`src/rtl/cdb_arbiter.sv`:
```
// rtl/cdb_arbiter.sv - Common Data Bus arbiter; define CDB_RR_EN for round-robin, otherwise fixed priority with starvation override
module cdb_arbiter #(
    parameter int NUM_REQ  = 3,
    parameter int TAG_W    = 4,
    parameter int DATA_W   = 32,
    parameter int MAX_WAIT = 7
) (
    input  logic                         clk,
    input  logic                         rst_n,
    input  logic                         flush,
    input  logic [NUM_REQ-1:0]           req_valid,
    input  logic [NUM_REQ*TAG_W-1:0]     req_tag,
    input  logic [NUM_REQ*DATA_W-1:0]    req_data,
    output logic [NUM_REQ-1:0]           req_ready,
    output logic                         cdb_valid,
    output logic [TAG_W-1:0]             cdb_tag,
    output logic [DATA_W-1:0]            cdb_data,
    output logic [$clog2(NUM_REQ)-1:0]   cdb_src,
    output logic                         err_zero_tag
);

    localparam int IDX_W = $clog2(NUM_REQ);
    // MAX_WAIT is limited to 255, so an 8-bit saturating counter always suffices
    localparam int CNT_W = 8;
    localparam logic [CNT_W-1:0] MAX_WAIT_C = CNT_W'(MAX_WAIT);

    logic [CNT_W-1:0]  wait_cnt [NUM_REQ];
    logic [NUM_REQ-1:0] starving;
    logic              grant_any;
    logic [IDX_W-1:0]  grant_idx;
    logic [TAG_W-1:0]  sel_tag;
    logic [DATA_W-1:0] sel_data;

`ifdef CDB_RR_EN
    logic [IDX_W-1:0]  rr_ptr;
`endif

    // Requesters that have waited long enough to override the normal policy
    always_comb begin
        starving = '0;
        for (int i = 0; i < NUM_REQ; i++) begin
            starving[i] = req_valid[i] && (wait_cnt[i] >= MAX_WAIT_C);
        end
    end

    // Winner selection: starvation first (lowest index), then the normal policy
    always_comb begin
        grant_any = 1'b0;
        grant_idx = '0;
        if (|starving) begin
            grant_any = 1'b1;
            // Descending scan so the lowest starving index is the last assignment
            for (int i = NUM_REQ - 1; i >= 0; i--) begin
                if (starving[i]) begin
                    grant_idx = IDX_W'(i);
                end
            end
        end else begin
            grant_any = |req_valid;
`ifdef CDB_RR_EN
            // Descending distance from rr_ptr so the nearest valid requester wins
            for (int k = NUM_REQ - 1; k >= 0; k--) begin
                if (req_valid[(int'(rr_ptr) + k) % NUM_REQ]) begin
                    grant_idx = IDX_W'((int'(rr_ptr) + k) % NUM_REQ);
                end
            end
`else
            for (int i = NUM_REQ - 1; i >= 0; i--) begin
                if (req_valid[i]) begin
                    grant_idx = IDX_W'(i);
                end
            end
`endif
        end
        // A mispredict squash or reset blocks every grant
        if (flush || !rst_n) begin
            grant_any = 1'b0;
        end
    end

    // One-hot grant vector and the winner's tag/data
    always_comb begin
        req_ready = '0;
        sel_tag   = '0;
        sel_data  = '0;
        for (int i = 0; i < NUM_REQ; i++) begin
            req_ready[i] = grant_any && (grant_idx == IDX_W'(i));
            if (grant_idx == IDX_W'(i)) begin
                sel_tag  = req_tag[i*TAG_W +: TAG_W];
                sel_data = req_data[i*DATA_W +: DATA_W];
            end
        end
    end

    // Registered broadcast; tag 0 consumes the slot but is never put on the bus
    always_ff @(posedge clk or negedge rst_n) begin
        if (!rst_n) begin
            cdb_valid    <= 1'b0;
            cdb_tag      <= '0;
            cdb_data     <= '0;
            cdb_src      <= '0;
            err_zero_tag <= 1'b0;
        end else begin
            cdb_valid <= 1'b0;
            if (grant_any) begin
                if (sel_tag == '0) begin
                    err_zero_tag <= 1'b1;
                end else begin
                    cdb_valid <= 1'b1;
                    cdb_tag   <= sel_tag;
                    cdb_data  <= sel_data;
                    cdb_src   <= grant_idx;
                end
            end
        end
    end

    // Per-requester stall counters; frozen during a flush so fairness state survives it
    always_ff @(posedge clk or negedge rst_n) begin
        if (!rst_n) begin
            for (int i = 0; i < NUM_REQ; i++) begin
                wait_cnt[i] <= '0;
            end
        end else if (!flush) begin
            for (int i = 0; i < NUM_REQ; i++) begin
                if (!req_valid[i] || req_ready[i]) begin
                    wait_cnt[i] <= '0;
                end else if (wait_cnt[i] < MAX_WAIT_C) begin
                    wait_cnt[i] <= wait_cnt[i] + 1'b1;
                end
            end
        end
    end

`ifdef CDB_RR_EN
    // Round-robin pointer moves just past every winner, including starvation winners
    always_ff @(posedge clk or negedge rst_n) begin
        if (!rst_n) begin
            rr_ptr <= '0;
        end else if (grant_any) begin
            if (grant_idx == IDX_W'(NUM_REQ - 1)) begin
                rr_ptr <= '0;
            end else begin
                rr_ptr <= grant_idx + 1'b1;
            end
        end
    end
`endif

endmodule

```
`config.mk`:
```
export PLATFORM = sky130hd
export DESIGN_NAME = cdb_arbiter
export DESIGN_NICKNAME = d
export VERILOG_FILES = /design/src/rtl/cdb_arbiter.sv
export SDC_FILE = /design/constraint.sdc
export NUM_CORES = 1
export LEC_CHECK = 0
export ABC_AREA = 1
export CELL_PAD_IN_SITES_DETAIL_PLACEMENT = 0
export CELL_PAD_IN_SITES_GLOBAL_PLACEMENT = 1
export CORE_MARGIN = 2
export CORE_UTILIZATION = 31
export DETAILED_ROUTE_END_ITERATION = 16
export HOLD_SLACK_MARGIN = 0.06
export PLACE_DENSITY = 0.85
export SLEW_MARGIN = 5
export SYNTH_ARGS = -nofsm -noshare
export SYNTH_HDL_FRONTEND = slang
export SYNTH_SLANG_ARGS = --single-unit
```
`constraint.sdc`:
```
create_clock -name clk -period 4.6 [get_ports clk]
set_input_delay 0.69 -clock clk [delete_from_list [all_inputs] [get_ports clk]]
set_output_delay 0.69 -clock clk [all_outputs]
set_load 0.01 [all_outputs]
```
Word-level counts from Yosys, hierarchy flattened:

Cells that the tools add are included.

* mux-type cells: 23
* equality and inequality tests: 2
* add/sub/neg operators: 3
* bitwise logic cells: 2
* order comparisons: 6
* reduce and logical (&&, ||, !) cells: 26

Operators by type and width (number)
* 32-bit 2-to-1 mux: 3
* 8-bit 2-to-1 mux: 6
* 8-bit by 1-bit adder with 8-bit output (second input constant): 3
* 8-bit by 3-bit greater-or-equal comparator with 1-bit output (second input constant): 3
* 8-bit by 3-bit less-than comparator with 1-bit output (second input constant): 3
* 2-bit 2-to-1 mux: 7
* 4-bit 2-to-1 mux: 3
* 2-bit AND reduction: 5
* 1-bit logical AND: 6
* 2-bit nonzero test: 3
* 3-bit OR reduction: 2
* 1-bit zero test: 4
* 4-bit zero test: 1
* 1-bit logical OR: 4
* 1-bit 2-to-1 mux: 4
* 2-bit by 1-bit equality test with 1-bit output (second input constant): 1
* 2-bit equality test (second input constant): 1
* 2-bit zero test: 1
* 1-bit inverter: 2

* bits of input ports: 114
* output and inout bits: 43
* word-level logic and storage cells: 70
* register bits: 64

Logic depth before layout (Yosys ltp):

* depth after elaboration: 13
* depth in mapped cells: 18
* gate-level depth less buffers: 16

Least setup slack after synthesis:

No wires, ideal clock.

* kind: reg2out
* start: register wait_cnt[8] (netlist bit)
* end: output port req_ready[0]
* data required time: 3910 ps
* arrival: 1518 ps
* path slack: 2392 ps
* cell stages (with the launch flop): 13
* buffers on the path: 0
* cell sequence: dfrtp_1 -> ha_1 -> nand2_1 -> nand2_1 -> nor2_1 -> nor2_4 -> inv_2 -> nand2_1 -> nand2_1 -> nand2_1 -> inv_1 -> nand2_1 -> inv_1

* word-level cells in the longest chain between the ends: 7
* elaborated cells between the ends (all ways): 10
* those cells by class: order compare: 1; mux: 5; reduce/logical: 4

RTL lines
* start: declaration: line 27 `logic [CNT_W-1:0] wait_cnt [NUM_REQ];`
* start signal: indexed assignment: line 129 `wait_cnt[i] <= wait_cnt[i] + 1'b1;`
* 8-bit by 3-bit greater-or-equal comparator with 1-bit output (*): line 42 `starving[i] = req_valid[i] && (wait_cnt[i] >= MAX_WAIT_C);`
* 1-bit logical AND (*): line 42
* 2-bit 2-to-1 mux (2 in a row): line 54 `if (starving[i]) begin`
* 2-bit 2-to-1 mux: line 50 `if (|starving) begin`
* 2-bit zero test: line 87 `req_ready[i] = grant_any && (grant_idx == IDX_W'(i));`
* 1-bit logical AND (*): line 87
* end: declaration: line 14 `output logic [NUM_REQ-1:0] req_ready,`

Mark *: on every way between the ends. The rest lies on a longest branch, timed or not.

Final worst setup path:

* start: input port req_valid[1]
* end: output port req_ready[1]

* word-level cells in the longest chain between the ends: 6
* elaborated cells between the ends (all ways): 12
* those cells by class: eq/ne: 1; mux: 7; reduce/logical: 4

RTL lines
* start: declaration: line 11 `input logic [NUM_REQ-1:0] req_valid,`
* 1-bit logical AND: line 42
* 2-bit 2-to-1 mux (2 in a row): line 54
* 2-bit 2-to-1 mux: line 50
* 2-bit by 1-bit equality test with 1-bit output: line 87
* 1-bit logical AND (*): line 87

Marks and branches as above.

==> summary.txt <==
Route
  • Vias per cell: 4.58
  • DR WL/cell: 12.8 um
  • Detailed Route WL: 9.82 mm
  • DRT Pass-1 Iters: 6
  • Via count: 3514
  • Remaining antenna violation count: 0
  • Drt drc: 0
  • Initial DRC count: 190

STA
  • Final TNS setup: 0 ps
  • Final Hold Viols: 0
  • Max-slew headroom: 0.462
  • Period Utilization, post-route: 0.749
  • Final setup vio count: 0
  • Fin Clk Skew: 9.42 ps
  • Slew Limit Fails: 0
  • Fmax: 0.290 GHz
  • RSZ-0062 raised after global routing: false
  • Final worst slack: 1150 ps
  • Fin crit period: 3450 ps
  • Worst-Margin Slew: 807 ps

Power
  • Worst vdd ir: 0.117 mV
  • Leakage: 2.56 nW
  • PD cells: 327 mW/mm2

GRT
  • Initial antenna violation count: 0
  • Pin count of the biggest net entering global routing: 65
  • All-Layer GR Usage: 0.173
  • First-pass GRT wire length: 16.3 mm
  • Vias in the first global route: 3563
  • Total gr overflow: 0

Die
  • Die height: 109 um
  • Cell Rows: 38
  • Core area: 0.0108 mm2
  • Die ar.: 0.0119 mm2
  • Num ports: 157
  • Initial Utilization: 0.316
  • Die Width: 109 um

Clock tree
  • TritonCTS Buffers: 9
  • Clock sink count: 64
  • Post-CTS setup buffer count: 0
  • CTS clk-pin slew, worst paths: 70 ps
  • Worst-Skew Late Latency: 340 ps
  • Hold-fix buffers, CTS: 0
  • Clock Path Buffers: 2
  • CTS tree: yes
  • Htree depth: 3
  • CTS resizes: 0
  • Root Buffer: clkbuf_8

Logic synthesis
  • Post-Synth Adder-Cell Area: 0.0110
  • Synth Area in Compound Gates: 0.0246
  • Count leader, synth: nand2_1
  • Post-synth EDFFs: 0
  • Largest family of logic cells by synthesized area: simple AND/OR/NAND/NOR gates
  • Simple-Gate Fraction of Synth Area: 0.427
  • Synth unique cells: 24
  • Post-synth top area share: 0.470
  • Synth top area cells: dfrtp_1, nand2_1, nand3_1
  • Mapped Avg Cell Area: 7.24 um2
  • Part of the Yosys area used for sequential elements: 0.470
  • Multiplexer share of the synthesized area: 0
  • Top cell type by total area after synthesis: dfrtp_1
  • Synth Flop Type: dfrtp_1
  • Yosys warns: 0
  • Synth Area in XOR/XNOR: 0
  • Total nets after synthesis: 588
  • Yosys reg bits: 64
  • Cells after synthesis: 471
  • Netlist Area Pre-Place: 0.00341 mm2
  • Asr flop ratio synth: 1.00
  • Most instantiated cells after synthesis: nand2_1, nand3_1, dfrtp_1

Layout
  • Antenna Cells: 0
  • Design area: 0.00528 mm2
  • Area grow syn2layout: 54.9%
  • Cell Count, Final, Fillers Out: 767
  • Layout cells sized above 1: 0.0702
  • Final #Nets: 739
  • Util after Layout: 0.489

Job
  • Number of max-cap violations: 0

Worst setup path
  • R2r setup slk: 1600 ps
  • Startpoint Class: input port
  • CP required: 3910 ps
  • Crit-path max FO: 17
  • Worst EP arrival: 2760 ps
  • CP endpoint kind: output port
  • Type of the worst setup path: in -> out

Placement
  • Cells after DPL: 751
  • Placed inst area: 0.00507 mm2
  • Hpwl dp: 7.24 mm
  • IO buf count: 156
  • RePlAce Congestion: 0.797
  • Pre-CTS WS: 1110 ps

Min path
  • Hold Path Class: reg -> reg

Run status
  • Status: finished, final reports clean
## per-stage QoR
step / hold slack (ps) / total power [mW]
2_1_floorplan: 394 / 0.922
3_3_place_gp: 453 / 1.24
3_5_place_dp: 462 / 1.24
4_1_cts: 479 / 1.75
5_1_grt: 492 / 1.84
6_report: 472 / 1.72
## report_power, final
part	switching, mW	total [mW]	internal (mW)
registers	0.0569	0.708	0.651
clock network	0.217	0.497	0.280
logic	0.233	0.519	0.286
## path summary, 6_finish.rpt
path                              start            to  depth (start not counted)
max                        req_valid[1]  req_ready[1]                          8
min                        cdb_data[24]  cdb_data[24]                          2
max reg2reg                 wait_cnt[8]   cdb_data[5]                         15
min reg2reg                cdb_data[24]  cdb_data[24]                          2
max in group asynchronous         rst_n  cdb_data[31]                          2
min in group asynchronous         rst_n  err_zero_tag                          2
## state kept, by name, indices dropped and copies added (netlist names)
register and cells:
cdb_src 2, err_zero_tag 1, cdb_tag 4, wait_cnt 24, cdb_valid 1, cdb_data 32
## metal layers
metal / routed length, um / GRT usage / up-vias
met3: 613 / 0.0454 / 7
met1: 4070 / 0.201 / 1636
met4: 82 / 0.0604 / 0
li1: - / - / 1777
met5: 0 / 0 / -
met2: 5050 / 0.306 / 94
## cell families (layout without fill, tap and decap cells)
kind of cell	after synthesis	in the layout
flip-flops	64	64
AO/OA/AOI/OAI	11	11
AND/OR/NAND/NOR	340	340
adder cells (fa/ha/maj)	3	3
buffers and inverters	53	209
## cell type report
class                      count  area, um2
timing repair buffer         160       1590
fill                        1074       5510
multi-input combinational    354       1580
inverter                      33        126
clock buffer                  12        155
clock inverter                 4       52.6
tap                          140        175
sequential                    64       1600
## worst max-delay path, stage by stage
cell,delay [ps]
clkdlybuf4s50_1,500
inv_1,100
nor2_1,140
nand2_2,100
a21oi_4,440
nand2_1,170
inv_1,90
clkdlybuf4s50_1,530
## placed cells by master (no fill, tap or decap), drive strengths merged
cell and count:
nand2 220, clkdlybuf4s50 155, nand3 80, dfrtp 64
nor2 37, inv 33, clkbuf 12, a21oi 5
buf 5, o31ai 3, ha 3, clkinvlp 3
a41oi 2, nor3 2, o21bai 1, and3 1
bufinv 1
No activity file was read; power rests on OpenSTA's default activity.
